$ cat config.mk
export PLATFORM = sky130hd
export DESIGN_NAME = instr_fetch_flat
export DESIGN_NICKNAME = d
export VERILOG_FILES = /design/src/rtl/instr_fetch_if.sv /design/src/rtl/instr_fetch.sv /design/src/flat_wrapper.sv
export SDC_FILE = /design/constraint.sdc
export NUM_CORES = 1
export LEC_CHECK = 0
export CAP_MARGIN = 20
export CORE_MARGIN = 2
export CORE_UTILIZATION = 46
export DETAILED_ROUTE_END_ITERATION = 8
export DONT_BUFFER_PORTS = 1
export PLACE_DENSITY = 0.69
export SYNTH_ARGS = -nofsm -noshare
export SYNTH_HDL_FRONTEND = slang
export SYNTH_SLANG_ARGS = --single-unit
$ cat constraint.sdc
create_clock -name clk -period 1.6 [get_ports clk]
set_input_delay 0.24 -clock clk [delete_from_list [all_inputs] [get_ports clk]]
set_output_delay 0.24 -clock clk [all_outputs]
set_load 0.02 [all_outputs]
$ cat src/rtl/instr_fetch_if.sv
// Instruction-memory read port between the fetch sequencer (master) and memory (slave).
interface instr_fetch_if;
    logic [15:0] mem_addr;
    logic        mem_rd;
    logic        mem_ready;
    logic [15:0] mem_data;

    modport master (output mem_addr, output mem_rd, input mem_ready, input mem_data);
    modport slave  (input mem_addr, input mem_rd, output mem_ready, output mem_data);
endinterface

$ cat src/rtl/instr_fetch.sv
// Instruction fetch sequencer: reads one word at PC, strobes it into the IR over the
// shared bus for one cycle, then advances PC. Owns PC, branch loads and timeout fault.
module instr_fetch #(
    parameter logic [15:0] RESET_PC = 16'h0000,
    parameter int unsigned TIMEOUT  = 15
) (
    input  logic          clk,
    input  logic          reset,
    input  logic          fetch_req,
    input  logic          pc_load,
    input  logic [15:0]   pc_target,
    instr_fetch_if.master mem,
    output logic [15:0]   DATA,
    output logic          bus_drive,
    output logic          IR_in,
    output logic [15:0]   pc,
    output logic          busy,
    output logic          fetch_done,
    output logic          fault
);
    typedef enum logic [1:0] {IDLE, REQ, LOAD} state_t;

    localparam logic [7:0] CNT_LAST = 8'(TIMEOUT - 1);

    state_t      state_q, state_d;
    logic [1:0]  rst_sync;
    logic        rst_n_sync;
    logic [15:0] pc_q, pc_d;
    logic [15:0] hold_q, hold_d;
    logic [7:0]  cnt_q, cnt_d;
    logic        fault_q, fault_d;

    // Assertion is immediate; release ripples through two flops before the core runs.
    always_ff @(posedge clk or negedge reset) begin
        if (!reset) rst_sync <= 2'b00;
        else        rst_sync <= {rst_sync[0], 1'b1};
    end
    assign rst_n_sync = rst_sync[1];

    always_ff @(posedge clk or negedge rst_n_sync) begin
        if (!rst_n_sync) begin
            state_q <= IDLE;
            pc_q    <= RESET_PC;
            hold_q  <= '0;
            cnt_q   <= '0;
            fault_q <= 1'b0;
        end else begin
            state_q <= state_d;
            pc_q    <= pc_d;
            hold_q  <= hold_d;
            cnt_q   <= cnt_d;
            fault_q <= fault_d;
        end
    end

    always_comb begin
        state_d = state_q;
        pc_d    = pc_q;
        hold_d  = hold_q;
        cnt_d   = cnt_q;
        fault_d = fault_q;
        case (state_q)
            IDLE: begin
                if (pc_load) begin
                    pc_d = pc_target;
                end else if (fetch_req) begin
                    fault_d = 1'b0;
                    cnt_d   = '0;
                    state_d = REQ;
                end
            end
            REQ: begin
                // cnt_q counts non-ready cycles already spent, so the last allowed one is TIMEOUT-1
                if (mem.mem_ready) begin
                    hold_d  = mem.mem_data;
                    state_d = LOAD;
                end else if (cnt_q == CNT_LAST) begin
                    fault_d = 1'b1;
                    state_d = IDLE;
                end else begin
                    cnt_d = cnt_q + 8'd1;
                end
            end
            LOAD: begin
                pc_d    = pc_q + 16'd1;
                state_d = IDLE;
            end
            default: state_d = IDLE;
        endcase
    end

    assign mem.mem_addr = pc_q;
    assign mem.mem_rd   = (state_q == REQ);
    assign bus_drive    = (state_q == LOAD);
    assign IR_in        = (state_q == LOAD);
    assign fetch_done   = (state_q == LOAD);
    assign DATA         = bus_drive ? hold_q : 16'h0000;
    assign pc           = pc_q;
    assign busy         = (state_q != IDLE);
    assign fault        = fault_q;
endmodule

$ cat src/flat_wrapper.sv
// flat-port wrapper written by rule: the top's interface ports become plain ports
module instr_fetch_flat 
#(
    parameter logic [15:0] RESET_PC = 16'h0000,
    parameter int unsigned TIMEOUT  = 15
)
  (clk, reset, fetch_req, pc_load, pc_target, DATA, bus_drive, IR_in, pc, busy, fetch_done, fault, mem_mem_addr, mem_mem_rd, mem_mem_ready, mem_mem_data);
  instr_fetch_if mem_i ();
  input  logic clk;
  input  logic reset;
  input  logic fetch_req;
  input  logic pc_load;
  input  logic [15:0] pc_target;
  output logic [15:0] DATA;
  output logic bus_drive;
  output logic IR_in;
  output logic [15:0] pc;
  output logic busy;
  output logic fetch_done;
  output logic fault;
  output wire logic [$bits(mem_i.mem_addr)-1:0] mem_mem_addr;
  output wire logic [$bits(mem_i.mem_rd)-1:0] mem_mem_rd;
  input wire logic [$bits(mem_i.mem_ready)-1:0] mem_mem_ready;
  input wire logic [$bits(mem_i.mem_data)-1:0] mem_mem_data;
  assign mem_mem_addr = mem_i.mem_addr;
  assign mem_mem_rd = mem_i.mem_rd;
  assign mem_i.mem_ready = mem_mem_ready;
  assign mem_i.mem_data = mem_mem_data;
  instr_fetch #(.RESET_PC(RESET_PC), .TIMEOUT(TIMEOUT)) u_core (.clk(clk), .reset(reset), .fetch_req(fetch_req), .pc_load(pc_load), .pc_target(pc_target), .mem(mem_i), .DATA(DATA), .bus_drive(bus_drive), .IR_in(IR_in), .pc(pc), .busy(busy), .fetch_done(fetch_done), .fault(fault));
endmodule
==> flow_metrics.tcl <==
set metrics [dict create \
    status "finished clean" \
    setup_viol 0 \
    min_period_ns 1.545 \
    rsz0062_at_grt "true" \
    r2r_cells 5 \
    core_area_sq_um 5405 \
    via_count 1934 \
    area_growth_pct 18.64 \
    criticalPathCategory "flop to primary output" \
    min_period_over_period 0.9656 \
    drc_errors 0 \
    dpl.hpwl_mm 4.049 \
    grt_max_degree 21 \
    pwr-share-comb 0.362 \
    r2r_end "u_core.mem.mem_addr[9]" \
    final_area_sq_um 3003 \
    fmax_ghz 0.6472 \
    async_flop_share 1.000 \
    firstDrtPassIters 4 \
    synth_edf_count 0 \
    cp_num_buf_inv 2 \
    syn_nets 286 \
    drive_gt1_frac 0.3593 \
    setup_tns_ns 0 \
    numCtsBuffers 5 \
    synth_cells 246 \
    final.fill_count 476 \
    num_rows 27 \
    ant_nets 0 \
    seq_power_share 0.418 \
    hold_start "pc_target[6]" \
    grt_usage 0.1902 \
    internal_power_mw 2.574 \
    path_depth 4 \
    pin_count 91 \
    gp_congestion 0.8649 \
    portBuffers 0 \
    synth_warnings 0 \
    viasPerCell 5.655 \
    avgSynthCellArea_sq_um 10.29 \
    grt-ovfl-total 0 \
    multiInputGateArea_sq_um 1259 \
    routed_wl_mm 5.475 \
    crit_slowest_cell "dfrtp_1" \
    worstSetupEndpointType "primary output" \
    cts_tree "done" \
    postLayoutCoreUtil 0.5556 \
    clk_pin_slew_ns 0.09 \
    n_antenna_cell 0 \
    die_x_microns 78.18 \
    cp.arrival_ns 1.31 \
    min_path_type "input pin to flop" \
    ys_ff_latch 45 \
    dp.cells 328 \
    finalNonFillerCells 342 \
    yosysUniqueCellTypes 54 \
    power.density_nw_per_um2 1357 \
    cp_top_family "flip-flops" \
    regArea_sq_um 1129 \
    root_buffer "clkbuf_8" \
    drt-initial-drc-count 56 \
    hold_depth 2 \
    drv_cap 0 \
    final_net_count 309 \
    regToRegSetupSlack_ns 0.05 \
    die_area_sq_um 6112 \
    p_sw_frac 0.3682 \
    antenna_found_initial 0 \
    yosysSeqAreaShare 0.4449 \
    path_max_fanout 4 \
    clock_sinks 45 \
    grt_pass1_wl_mm 9.239 \
    ys.flop_type "dfrtp_1" \
    cp_cell_sequence "nand2b_4, inv_2, buf_4, and2_1" \
    grt_pass1_vias 1957 \
    routedWlPerCell_microns 16.01 \
    critPathMaxStageDelay_ns 0.41 \
    insertion_delay_ns 0.30 \
    initial_core_util 0.4683 \
    holdPathEnd "u_core.mem.mem_addr[6]" \
    clock_skew_ns 0.009368 \
    peakVddDrop_mv 0.7705 \
    finalPower_mw 4.074 \
    die_h_microns 78.18 \
    r2r_start "u_core.state_q[0]" \
    dpl_cell_area_sq_um 2738 \
    leakagePower_nw 1.341 \
    p_sw_mw 1.500 \
    netlist_area_sq_um 2531 \
    drv_slew 0 \
    hold_violations 0 \
    clockBufferDepth 2 \
    worst_setup_path_start_kind "flop" \
    cp.required_ns 1.36 \
    cts_max_level 2 \
    p_clk_frac 0.220 \
]
==> metal layers <==
| layer | track usage | routed length (microns) | up-vias |
|---|---|---|---|
| li1 | - | - | 918 |
| met3 | 0.06667 | 453 | 15 |
| met2 | 0.3129 | 2558 | 88 |
| met1 | 0.2323 | 2343 | 913 |
| met4 | 0.06667 | 119 | 0 |
| met5 | 0 | 0 | - |
==> cells in the mapped netlist (all sizes together), types with 3 or more instances <==
cell type  count  area, sq um
nand2         18        75.07
inv           10        37.53
a311oi         3        26.28
nand3          6        30.03
and4           4        35.03
ha             3        37.54
o22ai          6        37.54
clkbuf         5        18.77
and2          18        112.6
nand2b         6        37.54
buf           25        178.9
o311ai         4        35.03
a21oi          9        48.80
nor2          12        45.04
nor3b          4        46.29
o211ai         5        37.54
a211oi         4        35.03
mux2          16        180.2
o21ai          8        40.03
dfrtp         45         1126
nor3           3        15.01
nand4          5        31.28
==> flip-flops by register name (all words and copies together), names as in the netlist <==
name                 cells
u_core.hold_q           16
u_core.fault             1
u_core.rst_sync          2
u_core.mem.mem_addr     16
u_core.cnt_q             8
u_core.state_q           2
==> stage by stage <==
step,setup WS (ns),hold WS (ns)
floorplan,0.01518,-0.05559
global placement,0.02254,-0.05549
detailed placement,-0.006171,-0.05550
CTS,-0.02868,0.05138
global route,-0.08529,0.05348
finish,0.05499,0.06687
==> area by class of cell <==
cell class	count	share of cell area
clock inverter	1	0.01000
timing repair buffer	46	0.1237
tap	72	0.03000
clock buffer	7	0.02875
inverter	10	0.01250
sequential	45	0.3758
multi-input combinational	161	0.4192
==> placed cells by master, fill, tap and decap left out, types with 3 or more instances in the layout <==
master	synthesis	routed
a311oi_1	3	3
clkbuf_8	0	6
nand4_1	5	5
o21ai_1	3	3
nand3_1	6	6
nand2b_1	6	4
nor2_1	12	12
o311ai_1	4	4
o21ai_0	5	5
mux2_2	7	7
o22ai_1	6	6
and4_1	4	3
nand2_1	17	16
mux2_1	9	9
and2_4	0	16
dfrtp_1	45	43
o211ai_1	5	5
buf_6	1	3
a21oi_1	8	8
inv_1	9	8
nor3_1	3	3
buf_4	19	41
==> power by group through the flow <==
stage / clock network, mW / logic (mW) / registers, mW
3_5_place_dp: 0 / 1.39 / 1.70
5_1_grt: 0.972 / 1.61 / 1.75
4_1_cts: 0.927 / 1.41 / 1.68
6_report: 0.897 / 1.48 / 1.70
3_3_place_gp: 0 / 1.37 / 1.69
2_1_floorplan: 0 / 0.956 / 1.84
==> cell families after synthesis <==
kind of cell | Yosys count | synth area share
AOI/OAI and AO/OA | 54 | 0.1641
other | 1 | 0.001482
buffers and inverters | 40 | 0.09293
muxes | 17 | 0.07514
and+or+nand+nor | 86 | 0.2066
adders and majority gates | 3 | 0.01483
DFF | 45 | 0.4449
==> worst reg2reg max path: cells and delay by family (launching register included) <==
kind                   cells  cell delay (ns)
AOI/OAI and AO/OA          2             0.27
buffers and inverters      2             0.33
DFF                        1             0.41
and+or+nand+nor            1             0.42
==> what timing repair did <==
action / 4_1_cts / 5_1_grt
gates cloned: 0 / 0
hold endpoints to repair: 2 / 0
hold buffers: 1 / 0
pin swaps: 0 / 5
resized for setup: 18 / 28
setup endpoints to repair: 20 / 32
buffers inserted: 1 / 4
==> how the worst max path moves through the flow <==
stage | startpoint | end | slack, ns
3_5_place_dp | u_core.state_q[0] | u_core.cnt_q[3] | -0.006
5_1_grt | u_core.cnt_q[0] | u_core.cnt_q[2] | -0.09
4_1_cts | u_core.state_q[0] | DATA[12] | -0.03
2_1_floorplan | u_core.cnt_q[0] | u_core.cnt_q[7] | 0.02
3_3_place_gp | u_core.state_q[0] | u_core.cnt_q[3] | 0.02
6_report | u_core.state_q[0] | DATA[10] | 0.05
Power figures use the tool's default switching activity.
==> RTL edit 1, RTL diff (same settings) <==
Re-encode `state_t` (3 states) as one-hot, 3 bits wide.
--- a/src/rtl/instr_fetch.sv
+++ b/src/rtl/instr_fetch.sv
@@ -18,7 +18,7 @@
     output logic          fetch_done,
     output logic          fault
 );
-    typedef enum logic [1:0] {IDLE, REQ, LOAD} state_t;
+    typedef enum logic [2:0] {IDLE = 3'b001, REQ = 3'b010, LOAD = 3'b100} state_t;
 
     localparam logic [7:0] CNT_LAST = 8'(TIMEOUT - 1);
 
Function: same outputs for any inputs over 10 cycles, from zero or initial values and one cycle with reset low; not proved beyond that.
==> RTL edit 1 against the unedited design <==
  * The run now ends with setup timing left
  * Sequential cell count rose by 1
  * Synthesized area fell by 2.5%
  * Final area rose by 8.0%
  * Hold slack got worse by 2.8 ps
  * Setup slack got worse by 220 ps
  * Total power fell by 18%
  * Maximum frequency fell by 12%
  * Wire length rose by 7.9%
  * Clock power fell by 18%
  * Largest power group unchanged
==> RTL edit 1: results (changes against the unedited design) <==
Layout Skew: 5.98 ps (-3.39 ps)
Worst vdd ir: 0.658 mV (-15%)
LEAKAGE: 0.00142 µW (+5.6%)
Register area share after synthesis: 46.7% (+2.2 points)
Failing checks: setup timing
Setup violations, final: 34 (+34)
Setup TNS Final: -3690 ps (-3690 ps)
Post-Synthesis Net Count: 282 (-1.4%)
Met3 Use GR: 6.12% (-0.55 points)
DPL Wire Length: 4100 µm (+1.4%)
Status: finished with violations
CP arrival: 1520 ps (+210 ps)
Delay-heaviest family, CP: simple AND/OR/NAND/NOR gates
Worst path slowest cell: or3b_4
Vias in the first global route: 2005 (+2.5%)
Post-synth EDFFs: 0 (unchanged)
Global-route track usage on met1: 23.9% (+0.67 points)
Share of layout cells above drive strength 1: 50.5% (+15 points)
Clock buffer depth: 2 (unchanged)
Top post-synthesis cells by area: dfrtp_1, mux2_2, buf_4
Met2 global-route usage: 35.0% (+3.7 points)
Final WL: 5910 µm (+7.9%)
Internal Pwr Total: 2190 µW (-15%)
Global-route wire length before repair: 9600 µm (+3.9%)
Post-synth top cells: dfrtp_1, buf_4, and2_1, nand3_1
GRT Util Overall: 20.0% (+0.94 points)
Yosys cell types: 50 (-7.4%)
# nets final: 312 (+0.97%)
Via count: 1949 (+0.78%)
Largest net degree at the start of global routing: 24 (+14%)
Initial DRC Count: 94 (+68%)
Worst setup margin: -161 ps (-216 ps)
Worst Path Max Fanout: 17 (+13)
-- RTL edit 1: cell types whose count changed after synthesis, sizes merged, moves of 5 or more --
| cell | change |
|---|---|
| nand2b | -5 |
| nand2 | -5 |
| nand3 | +12 |
| nor3 | +5 |
| inv | -5 |
-- RTL edit 1: worst paths after layout --
path	from	to	slack, ps	cells past startpoint
max	u_core.state_q[0]$_DFFE_PN1P_	DATA[12]	-160	4
min	pc_target[12]	u_core.mem.mem_addr[12]$_DFFE_PN0P_	60	1
max reg2reg	u_core.cnt_q[0]$_DFFE_PN0P_	u_core.cnt_q[7]$_DFFE_PN0P_	-110	7
min reg2reg	u_core.rst_sync[1]$_DFF_PN0_	u_core.fault$_DFFE_PN0P_	240	0
max in group asynchronous	u_core.rst_sync[1]$_DFF_PN0_	u_core.hold_q[7]$_DFFE_PN0P_	860	1
min in group asynchronous	reset	u_core.rst_sync[0]$_DFF_PN0_	170	1
-- RTL edit 1: final cells by class --
cell class	instances	area, µm²
clock buffer	7	86.3
fill	431	1900
clock inverter	1	5.00
multi-input combinational	164	1390
timing repair buffer	50	500
tap	70	87.6
sequential	46	1150
inverter	5	23.8
-- RTL edit 1: logic make-up (layout without fill, tap and decap cells) --
family,count (synthesis),in the layout,synth area share (%)
other,1,1,0.152
muxes,16,16,7.30
DFF,46,46,46.7
and+or+nand+nor,103,103,24.6
AOI/OAI and AO/OA,40,41,11.3
buffers and inverters,33,63,8.51
adders and majority gates,3,3,1.52
-- RTL edit 1: timing repair --
action,4_1_cts,5_1_grt
hold endpoints to repair,2,0
setup buffers,9,1
setup endpoints to repair,36,63
pin swaps,21,24
gates cloned,1,2
gates resized for setup,48,19
hold buffers,1,0
-- RTL edit 1: per-stage QoR --
| stage | setup WS (ps) | instances | cell area, µm² |
|---|---|---|---|
| floorplan | -91.4 | 242 | 2590 |
| global placement | -113 | 324 | 2810 |
| detailed placement | -165 | 324 | 2810 |
| CTS | -158 | 342 | 3120 |
| global route | -213 | 343 | 3240 |
| finish | -161 | 343 | 3240 |
-- RTL edit 1: per-layer routing --
layer  up-vias  wire (µm)
met4         0         61
met5         -          0
met3         7        408
met1       940       2470
met2        75       2980
li1        927          -
-- RTL edit 1: power by group through the flow --
stage          Combinational [µW]  Clock [µW]  Sequential, µW
6_report                      989         736            1620
3_5_place_dp                  888           0            1630
5_1_grt                      1060         797            1660
3_3_place_gp                  871           0            1610
2_1_floorplan                 644           0            1690
4_1_cts                       954         756            1610
==> RTL edit 2, RTL diff (config.mk and constraints unchanged) <==
Without the edit above. `TIMEOUT` is set to 15 in 2 places; all go to 7.
--- a/src/rtl/instr_fetch.sv
+++ b/src/rtl/instr_fetch.sv
@@ -2,7 +2,7 @@
 // shared bus for one cycle, then advances PC. Owns PC, branch loads and timeout fault.
 module instr_fetch #(
     parameter logic [15:0] RESET_PC = 16'h0000,
-    parameter int unsigned TIMEOUT  = 15
+    parameter int unsigned TIMEOUT  = 7
 ) (
     input  logic          clk,
     input  logic          reset,
--- a/src/flat_wrapper.sv
+++ b/src/flat_wrapper.sv
@@ -2,7 +2,7 @@
 module instr_fetch_flat 
 #(
     parameter logic [15:0] RESET_PC = 16'h0000,
-    parameter int unsigned TIMEOUT  = 15
+    parameter int unsigned TIMEOUT  = 7
 )
   (clk, reset, fetch_req, pc_load, pc_target, DATA, bus_drive, IR_in, pc, busy, fetch_done, fault, mem_mem_addr, mem_mem_rd, mem_mem_ready, mem_mem_data);
   instr_fetch_if mem_i ();
Behaviour: no difference found for any inputs over 10 cycles, from zero or initial values and one cycle with reset low; that may be too few to reach the edited logic, so the function may still have changed.
==> RTL edit 2 against the unedited design <==
  * Sequential share of layout area down 1.3 points
  * Synthesized area down 2.0%
  * Wire length up 2.4%
  * Setup slack better by 5.9 ps
  * Combinational power up 18%
  * Sequential cell count unchanged
  * Final area up 3.7%
  * Clock skew about the same
  * Total power up 10%
  * Global-route usage up 0.60 points
  * Die area down 1.9%
  * Synthesized cell count down 1.6%
  * Cell count up 0.58%
  * Largest power group is now combinational cells
  * Highest routed layer unchanged
==> RTL edit 2: results (changes against the unedited design) <==
Status: finished, final reports clean
Global-route wire length before repair: 9430 µm (+2.1%)
Worst Path Max Fanout: 8 (+4)
H-tree levels: 2 (unchanged)
Non-clock buffering overhead: 14.8% (+2.5 points)
GPL Wtd Cong: 0.879 (+1.7%)
Row count: 26 (-3.7%)
GRT Util Overall: 19.6% (+0.60 points)
Global-route track usage on met1: 25.0% (+1.7 points)
Compound-gate portion of the synthesized area: 13.6% (-2.8 points)
Register area share after synthesis: 45.4% (+0.90 points)
Average routed wire per standard cell: 16.3 µm (+1.8%)
Filler instances: 421 (-12%)
Met1 wire length: 2360 µm (+0.77%)
DR WL met3: 413 µm (-8.8%)
Fraction of area in multi-input gates: 40.4% (-1.5 points)
Clock-cell share: 4.42% (+0.54 points)
Sequential cell area share: 36.3% (-1.3 points)
Routed length on met2: 2810 µm (+9.9%)
Met2 global-route usage: 32.3% (+1.1 points)
Delay-heaviest family, CP: simple AND/OR/NAND/NOR gates
Vias in the first global route: 1952 (-0.26%)
Worst path slowest cell: or4_1
Yosys warns: 0 (unchanged)
Clock buffer depth: 2 (unchanged)
Layout Skew: 9.71 ps (+0.343 ps)
Post-Place Setup Slack: -21.3 ps (-15.2 ps)
Cell area after placement: 2700 µm² (-1.3%)
DP Cell Count: 324 (-1.2%)
Largest net degree at the start of global routing: 24 (+14%)
Top post-synthesis cells by area: dfrtp_1, mux2_2, buf_4
DPL Wire Length: 3970 µm (-2.0%)
Yosys cell types: 50 (-7.4%)
DR vias/cell: 5.59 (-1.1%)
Initial DRC Count: 69 (+23%)
Share of layout cells above drive strength 1: 44.2% (+8.2 points)
Post-Synthesis Net Count: 282 (-1.4%)
# nets final: 313 (+1.3%)
Synthesized area per cell: 10.3 µm² (-0.36%)
Power Dens Cells: 1440 nW/µm² (+6.4%)
Post-synth top cells: dfrtp_1, and2_1, buf_4, nand2_1
Number of non-clock inverters: 9 (-1)
Non-CTS buffers: 50 (+8.7%)
Met3 Use GR: 6.40% (-0.27 points)
LEAKAGE: 0.00137 µW (+1.9%)
Seq cells: 45 (unchanged)
CP arrival: 1760 ps (+450 ps)
Final WL: 5610 µm (+2.4%)
Worst path max stage delay: 460 ps (+50 ps)
RTL edit 2: cell types whose count changed after synthesis, moves of 3 or more:
cell | unedited run | this run
mux2i_1 | 1 | 4
nor2_1 | 12 | 16
o21a_1 | 0 | 3
nand2b_1 | 6 | 2
and4_1 | 4 | 0
mux2_2 | 7 | 16
buf_6 | 1 | 4
buf_2 | 5 | 1
a21oi_1 | 8 | 12
o21ai_1 | 3 | 0
o311ai_1 | 4 | 1
mux2_1 | 9 | 0
o22ai_1 | 6 | 3
RTL edit 2: worst paths after layout:
kind | from | endpoint | slack [ps] | cells after the start
worst min-delay path | pc_target[8] | u_core.mem.mem_addr[8]$_DFFE_PN0P_ | 50 | 1
min in group asynchronous | reset | u_core.rst_sync[0]$_DFF_PN0_ | 160 | 1
worst max-delay path | u_core.state_q[0]$_DFFE_PN0P_ | u_core.cnt_q[5]$_DFFE_PN0P_ | 60 | 5
max in group asynchronous | u_core.rst_sync[1]$_DFF_PN0_ | u_core.state_q[1]$_DFFE_PN0P_ | 850 | 1
worst max register to register | u_core.state_q[0]$_DFFE_PN0P_ | u_core.cnt_q[5]$_DFFE_PN0P_ | 60 | 5
worst min register to register | u_core.rst_sync[1]$_DFF_PN0_ | u_core.hold_q[12]$_DFFE_PN0P_ | 240 | 0
RTL edit 2: report_power, final:
group          switching [µW]  internal [µW]  leakage [µW]
registers                 252           1460      0.000542
logic                     961            780      0.000755
clock network             409            629     0.0000687
total                    1620           2870       0.00137
RTL edit 2: what timing repair did:
action,CTS,global route
cloned,1,0
endpoints found under the setup margin,39,31
pin swaps,6,6
setup buffers,6,4
hold buffers,1,0
gates resized for setup,40,25
hold endpoints to repair,2,0
